<file path="src/rtl/uart_tx_fifo.sv">
// UART transmitter fed by a FIFO, with RGB status LEDs.
// Define UART_PARITY_EN to append an even-parity bit after the data bits.
module uart_tx_fifo #(
  parameter int CLKS_PER_BIT = 1085,
  parameter int DATA_BITS    = 8,
  parameter int FIFO_DEPTH   = 16,
  parameter int STOP_BITS    = 1
) (
  input  logic                        sysclk,
  input  logic                        rst,
  input  logic                        i_enable,
  input  logic [DATA_BITS-1:0]        i_data,
  input  logic                        i_valid,
  output logic                        o_ready,
  output logic [$clog2(FIFO_DEPTH):0] o_fifo_count,
  output logic                        o_tx,
  output logic                        o_busy,
  output logic                        o_led_r,
  output logic                        o_led_g,
  output logic                        o_led_b
);
  localparam int AW   = $clog2(FIFO_DEPTH);
  localparam int CW   = AW + 1;
  localparam int CNTW = (CLKS_PER_BIT > 1) ? $clog2(CLKS_PER_BIT) : 1;
  localparam int BIW  = $clog2(DATA_BITS);
  localparam int SBW  = 1;

  typedef enum logic [2:0] {
    ST_IDLE   = 3'd0,
    ST_START  = 3'd1,
    ST_DATA   = 3'd2,
`ifdef UART_PARITY_EN
    ST_PARITY = 3'd3,
`endif
    ST_STOP   = 3'd4
  } state_t;

`ifdef UART_PARITY_EN
  function automatic logic even_parity(input logic [DATA_BITS-1:0] d);
    return ^d;
  endfunction
`endif

  logic [DATA_BITS-1:0] mem_r [FIFO_DEPTH];
  logic [AW-1:0]        wr_ptr_r;
  logic [AW-1:0]        rd_ptr_r;
  logic [CW-1:0]        count_r;
  logic [CW-1:0]        count_s;
  logic                 ready_r;
  logic                 have_data_r;
  logic                 push_s;
  logic                 pop_s;

  state_t               state_r;
  state_t               state_s;
  logic [CNTW-1:0]      clk_cnt_r;
  logic [CNTW-1:0]      clk_cnt_s;
  logic [BIW-1:0]       bit_idx_r;
  logic [BIW-1:0]       bit_idx_s;
  logic [SBW-1:0]       stop_idx_r;
  logic [SBW-1:0]       stop_idx_s;
  logic [DATA_BITS-1:0] shift_r;
  logic [DATA_BITS-1:0] shift_s;
  logic                 tx_r;
  logic                 tx_s;
  logic                 busy_r;
  logic                 busy_s;
  logic                 led_r_r;
  logic                 led_g_r;
  logic                 led_b_r;
  logic                 bit_done_s;
  logic                 can_start_s;
`ifdef UART_PARITY_EN
  logic                 parity_r;
`endif

  assign push_s      = i_valid && ready_r;
  assign bit_done_s  = (clk_cnt_r == CNTW'(CLKS_PER_BIT - 1));
  // have_data_r lags the count by one cycle, giving the two-edge write-to-start latency
  assign can_start_s = i_enable && have_data_r && (count_r != CW'(0));

  // Occupancy update from push/pop.
  always_comb begin
    count_s = count_r;
    if (push_s && !pop_s) begin
      count_s = count_r + CW'(1);
    end else if (!push_s && pop_s) begin
      count_s = count_r - CW'(1);
    end else begin
      count_s = count_r;
    end
  end

  // FIFO storage write port.
  always_ff @(posedge sysclk) begin
    if (push_s) begin
      mem_r[wr_ptr_r] <= i_data;
    end
  end

  // FIFO pointers, occupancy and ready flag.
  always_ff @(posedge sysclk or posedge rst) begin
    if (rst) begin
      wr_ptr_r    <= AW'(0);
      rd_ptr_r    <= AW'(0);
      count_r     <= CW'(0);
      ready_r     <= 1'b1;
      have_data_r <= 1'b0;
    end else begin
      if (push_s) wr_ptr_r <= wr_ptr_r + AW'(1);
      if (pop_s)  rd_ptr_r <= rd_ptr_r + AW'(1);
      count_r     <= count_s;
      ready_r     <= (count_s < CW'(FIFO_DEPTH));
      have_data_r <= (count_r != CW'(0));
    end
  end

  // Frame sequencer: next state, bit timing and serial output.
  always_comb begin
    state_s    = state_r;
    clk_cnt_s  = clk_cnt_r + CNTW'(1);
    bit_idx_s  = bit_idx_r;
    stop_idx_s = stop_idx_r;
    shift_s    = shift_r;
    tx_s       = tx_r;
    pop_s      = 1'b0;
    case (state_r)
      ST_IDLE: begin
        clk_cnt_s = CNTW'(0);
        if (can_start_s) begin
          state_s = ST_START;
          pop_s   = 1'b1;
          shift_s = mem_r[rd_ptr_r];
          tx_s    = 1'b0;
        end else begin
          state_s = ST_IDLE;
          tx_s    = 1'b1;
        end
      end
      ST_START: begin
        if (bit_done_s) begin
          state_s   = ST_DATA;
          clk_cnt_s = CNTW'(0);
          bit_idx_s = BIW'(0);
          tx_s      = shift_r[0];
        end else begin
          state_s = ST_START;
        end
      end
      ST_DATA: begin
        if (bit_done_s) begin
          clk_cnt_s = CNTW'(0);
          if (bit_idx_r == BIW'(DATA_BITS - 1)) begin
`ifdef UART_PARITY_EN
            state_s    = ST_PARITY;
            tx_s       = parity_r;
`else
            state_s    = ST_STOP;
            stop_idx_s = SBW'(0);
            tx_s       = 1'b1;
`endif
          end else begin
            bit_idx_s = bit_idx_r + BIW'(1);
            shift_s   = {1'b0, shift_r[DATA_BITS-1:1]};
            tx_s      = shift_r[1];
          end
        end else begin
          state_s = ST_DATA;
        end
      end
`ifdef UART_PARITY_EN
      ST_PARITY: begin
        if (bit_done_s) begin
          state_s    = ST_STOP;
          clk_cnt_s  = CNTW'(0);
          stop_idx_s = SBW'(0);
          tx_s       = 1'b1;
        end else begin
          state_s = ST_PARITY;
        end
      end
`endif
      ST_STOP: begin
        if (bit_done_s) begin
          clk_cnt_s = CNTW'(0);
          if (stop_idx_r == SBW'(STOP_BITS - 1)) begin
            if (can_start_s) begin
              state_s = ST_START;
              pop_s   = 1'b1;
              shift_s = mem_r[rd_ptr_r];
              tx_s    = 1'b0;
            end else begin
              state_s = ST_IDLE;
              tx_s    = 1'b1;
            end
          end else begin
            stop_idx_s = stop_idx_r + SBW'(1);
          end
        end else begin
          state_s = ST_STOP;
        end
      end
      default: begin
        state_s   = ST_IDLE;
        clk_cnt_s = CNTW'(0);
        tx_s      = 1'b1;
      end
    endcase
    busy_s = (state_s != ST_IDLE);
  end

  // Sequencer state and registered serial/busy outputs.
  always_ff @(posedge sysclk or posedge rst) begin
    if (rst) begin
      state_r    <= ST_IDLE;
      clk_cnt_r  <= CNTW'(0);
      bit_idx_r  <= BIW'(0);
      stop_idx_r <= SBW'(0);
      shift_r    <= DATA_BITS'(0);
      tx_r       <= 1'b1;
      busy_r     <= 1'b0;
    end else begin
      state_r    <= state_s;
      clk_cnt_r  <= clk_cnt_s;
      bit_idx_r  <= bit_idx_s;
      stop_idx_r <= stop_idx_s;
      shift_r    <= shift_s;
      tx_r       <= tx_s;
      busy_r     <= busy_s;
    end
  end

`ifdef UART_PARITY_EN
  // Parity of the byte being sent, captured when it leaves the FIFO.
  always_ff @(posedge sysclk or posedge rst) begin
    if (rst) begin
      parity_r <= 1'b0;
    end else if (pop_s) begin
      parity_r <= even_parity(mem_r[rd_ptr_r]);
    end else begin
      parity_r <= parity_r;
    end
  end
`endif

  // Status LEDs; a frame in flight shows blue even when disabled.
  always_ff @(posedge sysclk or posedge rst) begin
    if (rst) begin
      {led_r_r, led_g_r, led_b_r} <= 3'b100;
    end else if (busy_s) begin
      {led_r_r, led_g_r, led_b_r} <= 3'b001;
    end else if (!i_enable) begin
      {led_r_r, led_g_r, led_b_r} <= 3'b100;
    end else begin
      {led_r_r, led_g_r, led_b_r} <= 3'b010;
    end
  end

  assign o_ready      = ready_r;
  assign o_fifo_count = count_r;
  assign o_tx         = tx_r;
  assign o_busy       = busy_r;
  assign o_led_r      = led_r_r;
  assign o_led_g      = led_g_r;
  assign o_led_b      = led_b_r;

endmodule

</file>
<file path="config.mk">
export PLATFORM = sky130hd
export DESIGN_NAME = uart_tx_fifo
export DESIGN_NICKNAME = d
export VERILOG_FILES = /design/src/rtl/uart_tx_fifo.sv
export SDC_FILE = /design/constraint.sdc
export NUM_CORES = 1
export LEC_CHECK = 0
export BUFFER_PORTS_ARGS = -buffer_cell sky130_fd_sc_hd__clkbuf_2
export CORE_MARGIN = 1
export CORE_UTILIZATION = 56
export DETAILED_ROUTE_END_ITERATION = 7
export PLACE_DENSITY_LB_ADDON = 0.2
export SLEW_MARGIN = 40
export SYNTH_ARGS = -nofsm -noshare
export SYNTH_HDL_FRONTEND = slang
export SYNTH_SLANG_ARGS = --single-unit
export TNS_END_PERCENT = 50
</file>
<file path="constraint.sdc">
create_clock -name sysclk -period 2.9 [get_ports sysclk]
set_clock_uncertainty 0.15 [all_clocks]
set_input_delay 0.29 -clock sysclk [delete_from_list [all_inputs] [get_ports sysclk]]
set_output_delay 0.29 -clock sysclk [all_outputs]
set_load 0.02 [all_outputs]
</file>
Word level (Yosys, flattened, before mapping)
Memories as Yosys holds them, arrays and structs flattened.
Cells that the tools add are included.
Word-level totals
  register bits: 46
  RAM bits: 128
  input bits: 12
  output and inout port bits: 11
  word-level logic and storage cells: 97
  memories kept: 1
Memory list
  mem_r: depth 16, bits a word 8, rd ports 1, clocked after memory_dff 0, wr ports 1, RTL line 44  | logic [DATA_BITS-1:0] mem_r [FIFO_DEPTH];
Cells by class
  add/subtract/negate cells: 7
  order comparisons: 1
  equal/unequal tests: 11
  muxes and demuxes: 44
  reduce and logical (&&, ||, !) cells: 18
Operator list (number)
  two-way mux 8 bit: 5
  case mux 8 bit (3 select lines): 1
  two-way mux 11 bit: 2
  two-way mux 1 bit: 21
  two-way mux 3 bit: 7
  != test 2 bit, second input constant: 6
  case mux 3 bit (4 select lines): 1
  AND reduction 4 bit: 3
  adder 11 x 1 -> 11 bit, second input constant: 1
  equality test 11 bit, second input constant: 1
  two-way mux 5 bit: 2
  adder 4 x 1 -> 4 bit, second input constant: 2
  equality test 3 bit, second input constant: 2
  case mux 3 bit (2 select lines): 1
  nonzero test 3 bit: 2
  adder 5 x 1 -> 5 bit, second input constant: 1
  logical AND 1 bit: 5
  less-than comparator 5 bit, second input constant: 1
  AND reduction 5 bit: 1
  nonzero test 5 bit: 1
  subtractor 5 x 1 -> 5 bit, second input constant: 1
  case mux 1 bit (2 select lines): 2
  case mux 1 bit (4 select lines): 1
  nonzero test 2 bit: 2
  8 further kinds: 9

Logic depth before layout (Yosys ltp)
Gate-level depths: netlist of run 1.
  word-level depth: 10
  mapped depth: 13
  depth with buffers taken out: 12

Worst setup path before layout of run 1
No wires, ideal clock.
  path type: reg-to-reg
  start point: register clk_cnt_r[0]
  end point: register with a tool-made name
  data arrival time: 2.817 ns
  slack: -0.149 ns
  stages on the path, launching flop included: 14
  period minus slack after synthesis: 3.049 ns
  cell sequence: dfrtp_1 -> inv_1 -> ha_1 -> or4b_4 -> or3_1 -> buf_6 -> a21oi_4 -> inv_1 -> ha_1 -> clkbuf_1 -> nand3b_1 -> o31ai_1 -> a21oi_1 -> a31oi_1
RTL lines
  start: declaration: RTL line 56  | logic [CNTW-1:0] clk_cnt_r;
  start signal: assignment: RTL line 224  | clk_cnt_r <= clk_cnt_s;

==> metrics.txt, run 1 <==
# TYPE chip_impl_metric gauge
chip_impl_info{name="status",value="complete, no violations"} 1
chip_impl_metric{name="rows",unit=""} 41
chip_impl_info{name="crit_path_from",value="clk_cnt_r[0]"} 1
chip_impl_metric{name="part_of_the_cycle_the_worst_path_needs",unit=""} 0.990
chip_impl_metric{name="postSynthRegisterBits",unit=""} 172
chip_impl_info{name="regToRegStartpoint",value="clk_cnt_r[0]"} 1
chip_impl_metric{name="syn-mean-instance-area",unit="um2"} 16.1
chip_impl_metric{name="area_delta_synth_final",unit="%"} 12.9
chip_impl_metric{name="postSynthNetCount",unit=""} 484
chip_impl_metric{name="synthesis.yosys.warnings",unit=""} 0
chip_impl_metric{name="ant_nets",unit=""} 0
chip_impl_metric{name="number_of_instances_in_the_synthesized_netlist",unit=""} 458
chip_impl_metric{name="remaining_drc_errors",unit=""} 0
chip_impl_metric{name="pin_count_of_the_biggest_net_entering_global_routing",unit=""} 45
chip_impl_metric{name="fin_util",unit=""} 0.656
chip_impl_metric{name="crit_path_time_final",unit="ps"} 2870
chip_impl_metric{name="number_of_antenna_violations_at_the_first_check_in_global_routing",unit=""} 0
chip_impl_metric{name="gp_routability_congestion",unit=""} 0.833
chip_impl_metric{name="synthArstFlopShare",unit=""} 0.256
chip_impl_metric{name="tritoncts.num_buffers",unit=""} 17
chip_impl_metric{name="ys_seq_area_frac",unit=""} 0.669
chip_impl_metric{name="final_layout_size_suffix_gt1_frac",unit=""} 0.229
chip_impl_metric{name="max_slew_headroom",unit=""} 0.597
chip_impl_metric{name="max-cap-violations",unit=""} 0
chip_impl_metric{name="max_freq",unit="MHz"} 348
chip_impl_info{name="worst_hold_startpoint",value="i_valid"} 1
chip_impl_metric{name="syn_area",unit="um2"} 7390
chip_impl_metric{name="p_leak",unit="nW"} 2.99
chip_impl_metric{name="rr_worst_depth",unit=""} 11
chip_impl_metric{name="first_iter_violations",unit=""} 328
chip_impl_info{name="grt_setup_unrepaired",value="yes"} 1
chip_impl_metric{name="setup_tns",unit="ps"} 0
chip_impl_metric{name="pre_cts_ws",unit="ps"} 21.6
chip_impl_metric{name="place.detailed.instances",unit=""} 639
chip_impl_metric{name="cp_max_fanout",unit=""} 4
chip_impl_metric{name="maxSlewViolCount",unit=""} 0
chip_impl_metric{name="total_routing_usage_gr",unit=""} 0.235
chip_impl_metric{name="antenna-diode-count",unit=""} 0
chip_impl_metric{name="drt_pass1_iterations",unit=""} 5
chip_impl_metric{name="power.ir.vdd_worst",unit="V"} 0.000618
chip_impl_metric{name="hold_path_depth",unit=""} 3
chip_impl_metric{name="grt_pass1_wl",unit="um"} 22300
chip_impl_metric{name="via_count_of_the_first_global_routing_pass",unit=""} 4025
chip_impl_metric{name="dp_hpwl",unit="um"} 9150
chip_impl_metric{name="cts.clk_slew.worst_paths",unit="ps"} 60
chip_impl_metric{name="die-area",unit="um2"} 13700
chip_impl_metric{name="power.sequential.fraction",unit=""} 0.510
chip_impl_info{name="hold_path.class",value="in -> reg"} 1
chip_impl_metric{name="final_nets",unit=""} 515
chip_impl_info{name="end_kind",value="flip-flop"} 1
chip_impl_metric{name="smallest_hold_slack",unit="ps"} 119
chip_impl_info{name="worstSetupPathType",value="reg -> reg"} 1
chip_impl_metric{name="power_per_cell_area",unit="nW/um2"} 714
chip_impl_metric{name="edff_count_synth",unit=""} 128
chip_impl_metric{name="grt_util_met2",unit=""} 0.381
chip_impl_metric{name="core",unit="um2"} 12700
chip_impl_metric{name="numClockSinks",unit=""} 172
chip_impl_info{name="critical_path_startpoint_category",value="flip-flop"} 1
chip_impl_metric{name="clock_latency",unit="ps"} 440
chip_impl_metric{name="cp.required",unit="ps"} 3110
chip_impl_metric{name="met3_usage",unit=""} 0.0618
chip_impl_metric{name="cts-htree-levels",unit=""} 4
chip_impl_info{name="yosys_most_used_dff",value="sky130_fd_sc_hd__edfxtp_1"} 1
chip_impl_info{name="gr-max-usage-layer",value="met2"} 1
chip_impl_info{name="tritoncts",value="built"} 1
chip_impl_metric{name="worst-endpoint-arrival",unit="ps"} 3080
chip_impl_metric{name="switching_share",unit=""} 0.260
chip_impl_metric{name="hold_viol",unit=""} 0
chip_impl_metric{name="setup_slack",unit="ps"} 29.6
chip_impl_metric{name="timing_worst_slew_pin_value",unit="ps"} 600
chip_impl_metric{name="power.internal",unit="W"} 0.00441
chip_impl_metric{name="num_io_pins",unit=""} 23
chip_impl_metric{name="final_cells",unit=""} 674
chip_impl_metric{name="via_count",unit=""} 4067
chip_impl_metric{name="via_per_inst",unit=""} 6.03
chip_impl_metric{name="detail_route.wl_per_cell",unit="um"} 21.6
chip_impl_metric{name="grt_remaining_overflow",unit=""} 0
chip_impl_metric{name="die-height",unit="um"} 117
chip_impl_info{name="crit_chain",value="inv_1 > ha_2 > or4b_4 > or3_4 > a21oi_4 > inv_2 > ha_4 > nand3b_1 > o31ai_4 > a21oi_1 > a31oi_1"} 1
chip_impl_metric{name="synth_cell_type_count",unit=""} 59
chip_impl_metric{name="slowest_stage_delay_cp",unit="ps"} 480
chip_impl_metric{name="switching_power",unit="W"} 0.00155
chip_impl_metric{name="aggregate_routed_wire_length",unit="um"} 14600
chip_impl_metric{name="io_buffer_count",unit=""} 22
chip_impl_metric{name="fraction_of_power_consumed_by_the_clock_network",unit=""} 0.376
chip_impl_info{name="cts_root_buffer",value="sky130_fd_sc_hd__clkbuf_16"} 1
chip_impl_metric{name="starting_utilization_of_the_core_area",unit=""} 0.581
chip_impl_metric{name="finalSetupViolCount",unit=""} 0
chip_impl_metric{name="max-clock-path-buffers",unit=""} 2
chip_impl_metric{name="final.fill_count",unit=""} 901
chip_impl_metric{name="grt.met1_usage",unit=""} 0.310
chip_impl_info{name="cp_slowest_cell",value="sky130_fd_sc_hd__or4b_4"} 1
chip_impl_metric{name="die_width",unit="um"} 117
chip_impl_metric{name="comb_power_share",unit=""} 0.114
## path summary, 6_finish.rpt
kind,to,slack (ps)
setup / recovery,flip-flop,30
hold / removal,wr_ptr_r[0],120
setup reg to reg,flip-flop,30
hold reg to reg,shift_r[7],350
max in group asynchronous,rd_ptr_r[0],1920
min in group asynchronous,o_fifo_count[3],290
## per-layer routing
metal	vias up	wire length, um
met5	-	0
met1	2093	6340
met3	16	667
li1	1849	-
met2	109	7330
met4	0	227
## Yosys cell counts, drive strengths merged (2+ instances only)
| cell type | count | area [um2] |
|---|---|---|
| a31oi | 2 | 12.5 |
| nor3 | 3 | 15.0 |
| or3 | 3 | 23.8 |
| buf | 12 | 73.8 |
| and4 | 2 | 17.5 |
| nand2b | 7 | 43.8 |
| a21oi | 11 | 66.3 |
| edfxtp | 128 | 3840 |
| and3 | 7 | 43.8 |
| xnor2 | 7 | 61.3 |
| clkbuf | 11 | 41.3 |
| o21ai | 12 | 60.1 |
| inv | 21 | 78.8 |
| ha | 14 | 175 |
| nand3b | 2 | 15.0 |
| dfrtp | 41 | 1030 |
| o2bb2ai | 3 | 26.3 |
| nor3b | 3 | 27.5 |
| mux2i | 4 | 40.0 |
| a22o | 16 | 149 |
| mux2 | 2 | 22.5 |
| a221oi | 7 | 61.3 |
| xor2 | 10 | 87.6 |
| a211oi | 3 | 22.5 |
| mux4 | 32 | 721 |
| nor2 | 16 | 60.1 |
| nand4 | 6 | 37.5 |
| and2 | 20 | 125 |
| nand2 | 9 | 33.8 |
| nor2b | 5 | 31.3 |
| o22ai | 2 | 12.5 |
| a22oi | 10 | 75.1 |
| nand3 | 6 | 30.0 |
| dfstp | 3 | 78.8 |
## cells by family after synthesis
group,synth area share
compound gates,0.0767
xor+xnor,0.0201
fa+ha+maj,0.0237
buf+inv,0.0274
flops,0.669
mux,0.106
simple gates,0.0770
## sequential cells by signal, indices dropped and copies added (netlist names), named ones only
name / cells
clk_cnt_r: 11
o_led_g: 1
bit_idx_r: 3
o_busy: 1
state_r: 3
mem_r: 128
shift_r: 8
o_fifo_count: 4
o_ready: 1
have_data_r: 1
o_led_r: 1
o_tx: 1
rd_ptr_r: 4
wr_ptr_r: 4
## power by group through the flow
| stage | registers (W) | logic (W) | clock network, W |
|---|---|---|---|
| 2_1_floorplan | 0.00307 | 0.000372 | 0 |
| 3_3_place_gp | 0.00306 | 0.000630 | 0 |
| 3_5_place_dp | 0.00307 | 0.000648 | 0 |
| 4_1_cts | 0.00302 | 0.000659 | 0.00226 |
| 5_1_grt | 0.00305 | 0.000734 | 0.00236 |
| 6_report | 0.00304 | 0.000682 | 0.00224 |
## final cells by class
type                       instances  area [um2]  area share
inverter                          21        81.3     0.00974
multi-input combinational        241        2300       0.275
clock buffer                      19         433      0.0519
clock inverter                    13         141      0.0169
sequential                       172        4950       0.593
timing repair buffer              36         233      0.0279
tap                              172         215      0.0258
## per-stage QoR
stage / total power (W) / area (um2)
3_5_place_dp: 0.00372 / 7700
6_report: 0.00596 / 8350
4_1_cts: 0.00595 / 8290
5_1_grt: 0.00615 / 8350
3_3_place_gp: 0.00369 / 7700
2_1_floorplan: 0.00344 / 7400
## critical path: cells and delay by family, from the launching register on
| kind | cells | cell delay [ps] |
|---|---|---|
| AO/OA/AOI/OAI | 4 | 720 |
| adder cells (fa/ha/maj) | 2 | 310 |
| buffers and inverters | 2 | 120 |
| flip-flops | 1 | 370 |
| AND/OR/NAND/NOR | 3 | 1120 |
## cell usage in the layout, fill, tap and decap left out, drive strengths merged, types with 2 or more instances in the layout
master / instances
nand3: 6
clkinv: 5
clkbuf: 41
dlygate4sd3: 2
bufinv: 2
nor2b: 5
nand2: 9
a31oi: 2
ha: 14
nor3: 3
o2bb2ai: 3
and4: 2
xnor2: 7
mux2: 2
o21ai: 12
a211oi: 3
and2: 20
nand3b: 2
or3: 3
xor2: 10
edfxtp: 128
and3: 7
dfrtp: 41
nand4: 6
a221oi: 7
o22ai: 2
nor3b: 3
a22o: 16
nand2b: 7
a21oi: 11
a22oi: 10
dfstp: 3
buf: 12
clkinvlp: 2
mux2i: 4
nor2: 16
inv: 25
mux4: 32
## timing repair
item | CTS | global route
gates resized for setup | 0 | 10
endpoints found under the setup margin | 0 | 3
hold buffers | 2 | 0
buffers inserted | 0 | 1
endpoints found under the hold margin | 43 | 0
(Power assumes the default switching activity.)
==> inputs of run 2 (changes only) <==
--- a/config.mk
+++ b/config.mk
@@ -7,7 +7,7 @@
 export LEC_CHECK = 0
 export BUFFER_PORTS_ARGS = -buffer_cell sky130_fd_sc_hd__clkbuf_2
 export CORE_MARGIN = 1
-export CORE_UTILIZATION = 56
+export CORE_UTILIZATION = 45
 export DETAILED_ROUTE_END_ITERATION = 7
 export PLACE_DENSITY_LB_ADDON = 0.2
 export SLEW_MARGIN = 40
==> metrics.txt, run 2 (same netlist as run 1, synthesis figures left out) <==
# TYPE chip_impl_metric gauge
chip_impl_metric{name="place.detailed.instances",unit=""} 684
chip_impl_metric{name="final_layout_size_suffix_gt1_frac",unit=""} 0.232
chip_impl_metric{name="grt_pass1_wl",unit="um"} 22500
chip_impl_metric{name="hold_viol",unit=""} 0
chip_impl_metric{name="clock_latency",unit="ps"} 430
chip_impl_info{name="layout.cells.most_common_list",value="sky130_fd_sc_hd__edfxtp_1 (128), sky130_fd_sc_hd__dfrtp_1 (40), sky130_fd_sc_hd__mux4_2 (32), sky130_fd_sc_hd__clkbuf_2 (22)"} 1
chip_impl_metric{name="die_width",unit="um"} 130
chip_impl_metric{name="drt_pass1_iterations",unit=""} 4
chip_impl_metric{name="numClockSinks",unit=""} 172
chip_impl_info{name="status",value="complete, no violations"} 1
chip_impl_metric{name="power_per_cell_area",unit="nW/um2"} 706
chip_impl_metric{name="power.ir.vdd_worst",unit="V"} 0.000491
chip_impl_metric{name="remaining_drc_errors",unit=""} 0
chip_impl_metric{name="layout.cell_area.non_filler",unit="um2"} 8410
chip_impl_metric{name="tritoncts.num_buffers",unit=""} 17
chip_impl_metric{name="via_count_of_the_first_global_routing_pass",unit=""} 3977
chip_impl_metric{name="power.sequential.fraction",unit=""} 0.510
chip_impl_metric{name="area_delta_synth_final",unit="%"} 13.8
chip_impl_metric{name="aggregate_routed_wire_length",unit="um"} 13900
chip_impl_metric{name="starting_utilization_of_the_core_area",unit=""} 0.464
chip_impl_info{name="hold_path.class",value="in -> reg"} 1
chip_impl_metric{name="die-area",unit="um2"} 16900
chip_impl_metric{name="part_of_the_cycle_the_worst_path_needs",unit=""} 0.966
chip_impl_info{name="end_kind",value="flip-flop"} 1
chip_impl_metric{name="comb_power_share",unit=""} 0.106
chip_impl_info{name="layout_commonest_cell",value="sky130_fd_sc_hd__edfxtp_1"} 1
chip_impl_metric{name="number_of_antenna_violations_at_the_first_check_in_global_routing",unit=""} 0
chip_impl_metric{name="place_area",unit="um2"} 7760
chip_impl_metric{name="cp.required",unit="ps"} 3090
chip_impl_metric{name="first_iter_violations",unit=""} 344
chip_impl_metric{name="via_count",unit=""} 4000
chip_impl_metric{name="pin_count_of_the_biggest_net_entering_global_routing",unit=""} 45
chip_impl_info{name="worst_hold_startpoint",value="i_valid"} 1
chip_impl_info{name="cts_root_buffer",value="sky130_fd_sc_hd__clkbuf_16"} 1
chip_impl_metric{name="die-height",unit="um"} 130
chip_impl_metric{name="final_nets",unit=""} 518
chip_impl_metric{name="via_per_inst",unit=""} 5.56
chip_impl_metric{name="number_of_flip_flops_under_the_largest_register_name",unit=""} 128
chip_impl_metric{name="max_slew_headroom",unit=""} 0.622
chip_impl_info{name="worstSetupPathType",value="reg -> reg"} 1
chip_impl_metric{name="fraction_of_power_consumed_by_the_clock_network",unit=""} 0.385
chip_impl_metric{name="smallest_hold_slack",unit="ps"} 131
chip_impl_metric{name="hold_path_depth",unit=""} 3
chip_impl_metric{name="detail_route.wl_per_cell",unit="um"} 19.2
chip_impl_metric{name="timing_worst_slew_pin_value",unit="ps"} 563
chip_impl_metric{name="grt_remaining_overflow",unit=""} 0
chip_impl_metric{name="core",unit="um2"} 15900
chip_impl_info{name="reg.largest.list",value="mem_r: 128 flops, clk_cnt_r: 11 flops, shift_r: 8 flops"} 1
chip_impl_metric{name="cp_max_fanout",unit=""} 4
chip_impl_info{name="largest-register",value="mem_r"} 1
chip_impl_metric{name="cts.clk_slew.worst_paths",unit="ps"} 60
chip_impl_metric{name="maxSlewViolCount",unit=""} 0
chip_impl_metric{name="switching_share",unit=""} 0.257
chip_impl_metric{name="rows",unit=""} 46
chip_impl_metric{name="setup_slack",unit="ps"} 97.5
chip_impl_metric{name="finalSetupViolCount",unit=""} 0
chip_impl_metric{name="gp_routability_congestion",unit=""} 0.828
chip_impl_metric{name="worst-endpoint-arrival",unit="ps"} 2990
chip_impl_metric{name="rr_worst_depth",unit=""} 11
chip_impl_info{name="regToRegStartpoint",value="clk_cnt_r[0]"} 1
chip_impl_info{name="critical_path_startpoint_category",value="flip-flop"} 1
chip_impl_metric{name="total_routing_usage_gr",unit=""} 0.183
chip_impl_metric{name="r2r_setup_slack",unit="ps"} 100
chip_impl_metric{name="io_buffer_count",unit=""} 22
chip_impl_metric{name="final_cells",unit=""} 720
chip_impl_metric{name="power.internal",unit="W"} 0.00441
chip_impl_info{name="tritoncts",value="built"} 1
chip_impl_metric{name="pre_cts_ws",unit="ps"} 43.1
chip_impl_info{name="hold_path_end",value="wr_ptr_r[0]"} 1
chip_impl_metric{name="post-layout-total-power",unit="W"} 0.00594
chip_impl_metric{name="ant_nets",unit=""} 0
chip_impl_metric{name="max-cap-violations",unit=""} 0
chip_impl_metric{name="switching_power",unit="W"} 0.00152
chip_impl_metric{name="max_freq",unit="MHz"} 357
chip_impl_metric{name="p_leak",unit="nW"} 3.02
chip_impl_metric{name="cts-htree-levels",unit=""} 4
chip_impl_metric{name="dp_hpwl",unit="um"} 9100
chip_impl_metric{name="num_io_pins",unit=""} 23
chip_impl_metric{name="crit_path_time_final",unit="ps"} 2800
chip_impl_metric{name="antenna-diode-count",unit=""} 0
chip_impl_metric{name="max-clock-path-buffers",unit=""} 2
chip_impl_metric{name="final.fill_count",unit=""} 1331
==> run 2: critical path, stage by stage (launching register included) <==
cell and delay, ps:
sky130_fd_sc_hd__dfrtp_1 370, sky130_fd_sc_hd__inv_1 60, sky130_fd_sc_hd__ha_1 130, sky130_fd_sc_hd__or4b_4 480, sky130_fd_sc_hd__or3_4 370, sky130_fd_sc_hd__a21oi_4 170, sky130_fd_sc_hd__inv_1 60, sky130_fd_sc_hd__ha_2 190
sky130_fd_sc_hd__nand3b_1 190, sky130_fd_sc_hd__o31ai_2 290, sky130_fd_sc_hd__a21oi_1 100, sky130_fd_sc_hd__a31oi_1 160
==> run 2: repair_timing <==
action | 4_1_cts | 5_1_grt
setup endpoints to repair | 0 | 3
setup buffers | 0 | 3
endpoints found under the hold margin | 43 | 0
gates resized for setup | 0 | 4
hold buffers | 2 | 0
==> run 2: power groups by stage <==
stage | combinational, W | sequential, W | clock, W
floorplan | 0.000372 | 0.00307 | 0
global placement | 0.000615 | 0.00306 | 0
detailed placement | 0.000627 | 0.00307 | 0
CTS | 0.000631 | 0.00302 | 0.00232
global route | 0.000699 | 0.00305 | 0.00241
finish | 0.000627 | 0.00303 | 0.00228
==> run 2: through the flow <==
step	utilization	TNS (ps)
after floorplan	-	-195
after global placement	0.487	0
after detailed placement	0.487	0
after CTS	0.525	0
after global routing	0.528	-12.5
final	0.528	0
==> run 2: how the worst max path moves through the flow <==
stage	startpoint	to	slack [ps]
final	clk_cnt_r[0]	flip-flop	100
after global routing	clk_cnt_r[0]	flip-flop	-10
after CTS	clk_cnt_r[0]	flip-flop	20
after detailed placement	clk_cnt_r[0]	flip-flop	40
after global placement	clk_cnt_r[0]	o_fifo_count[3]	100
after floorplan	clk_cnt_r[0]	o_fifo_count[3]	-100
==> run 2: layer usage <==
layer | up-vias | share of wire | global-route usage | wire [um]
met4 | 0 | 0.011 | 0.0554 | 157
met3 | 11 | 0.029 | 0.0394 | 404
met5 | - | 0 | 0 | 0
li1 | 1860 | - | - | -
met2 | 71 | 0.49 | 0.287 | 6780
met1 | 2058 | 0.47 | 0.255 | 6510
==> run 2: layout make-up <==
type	count	area, um2	share of cell area
clock inverter	13	158	0.0187
multi-input combinational	241	2270	0.270
timing repair buffer	39	255	0.0303
sequential	172	4950	0.588
clock buffer	18	429	0.0510
tap	216	270	0.0321
inverter	21	81.3	0.00967
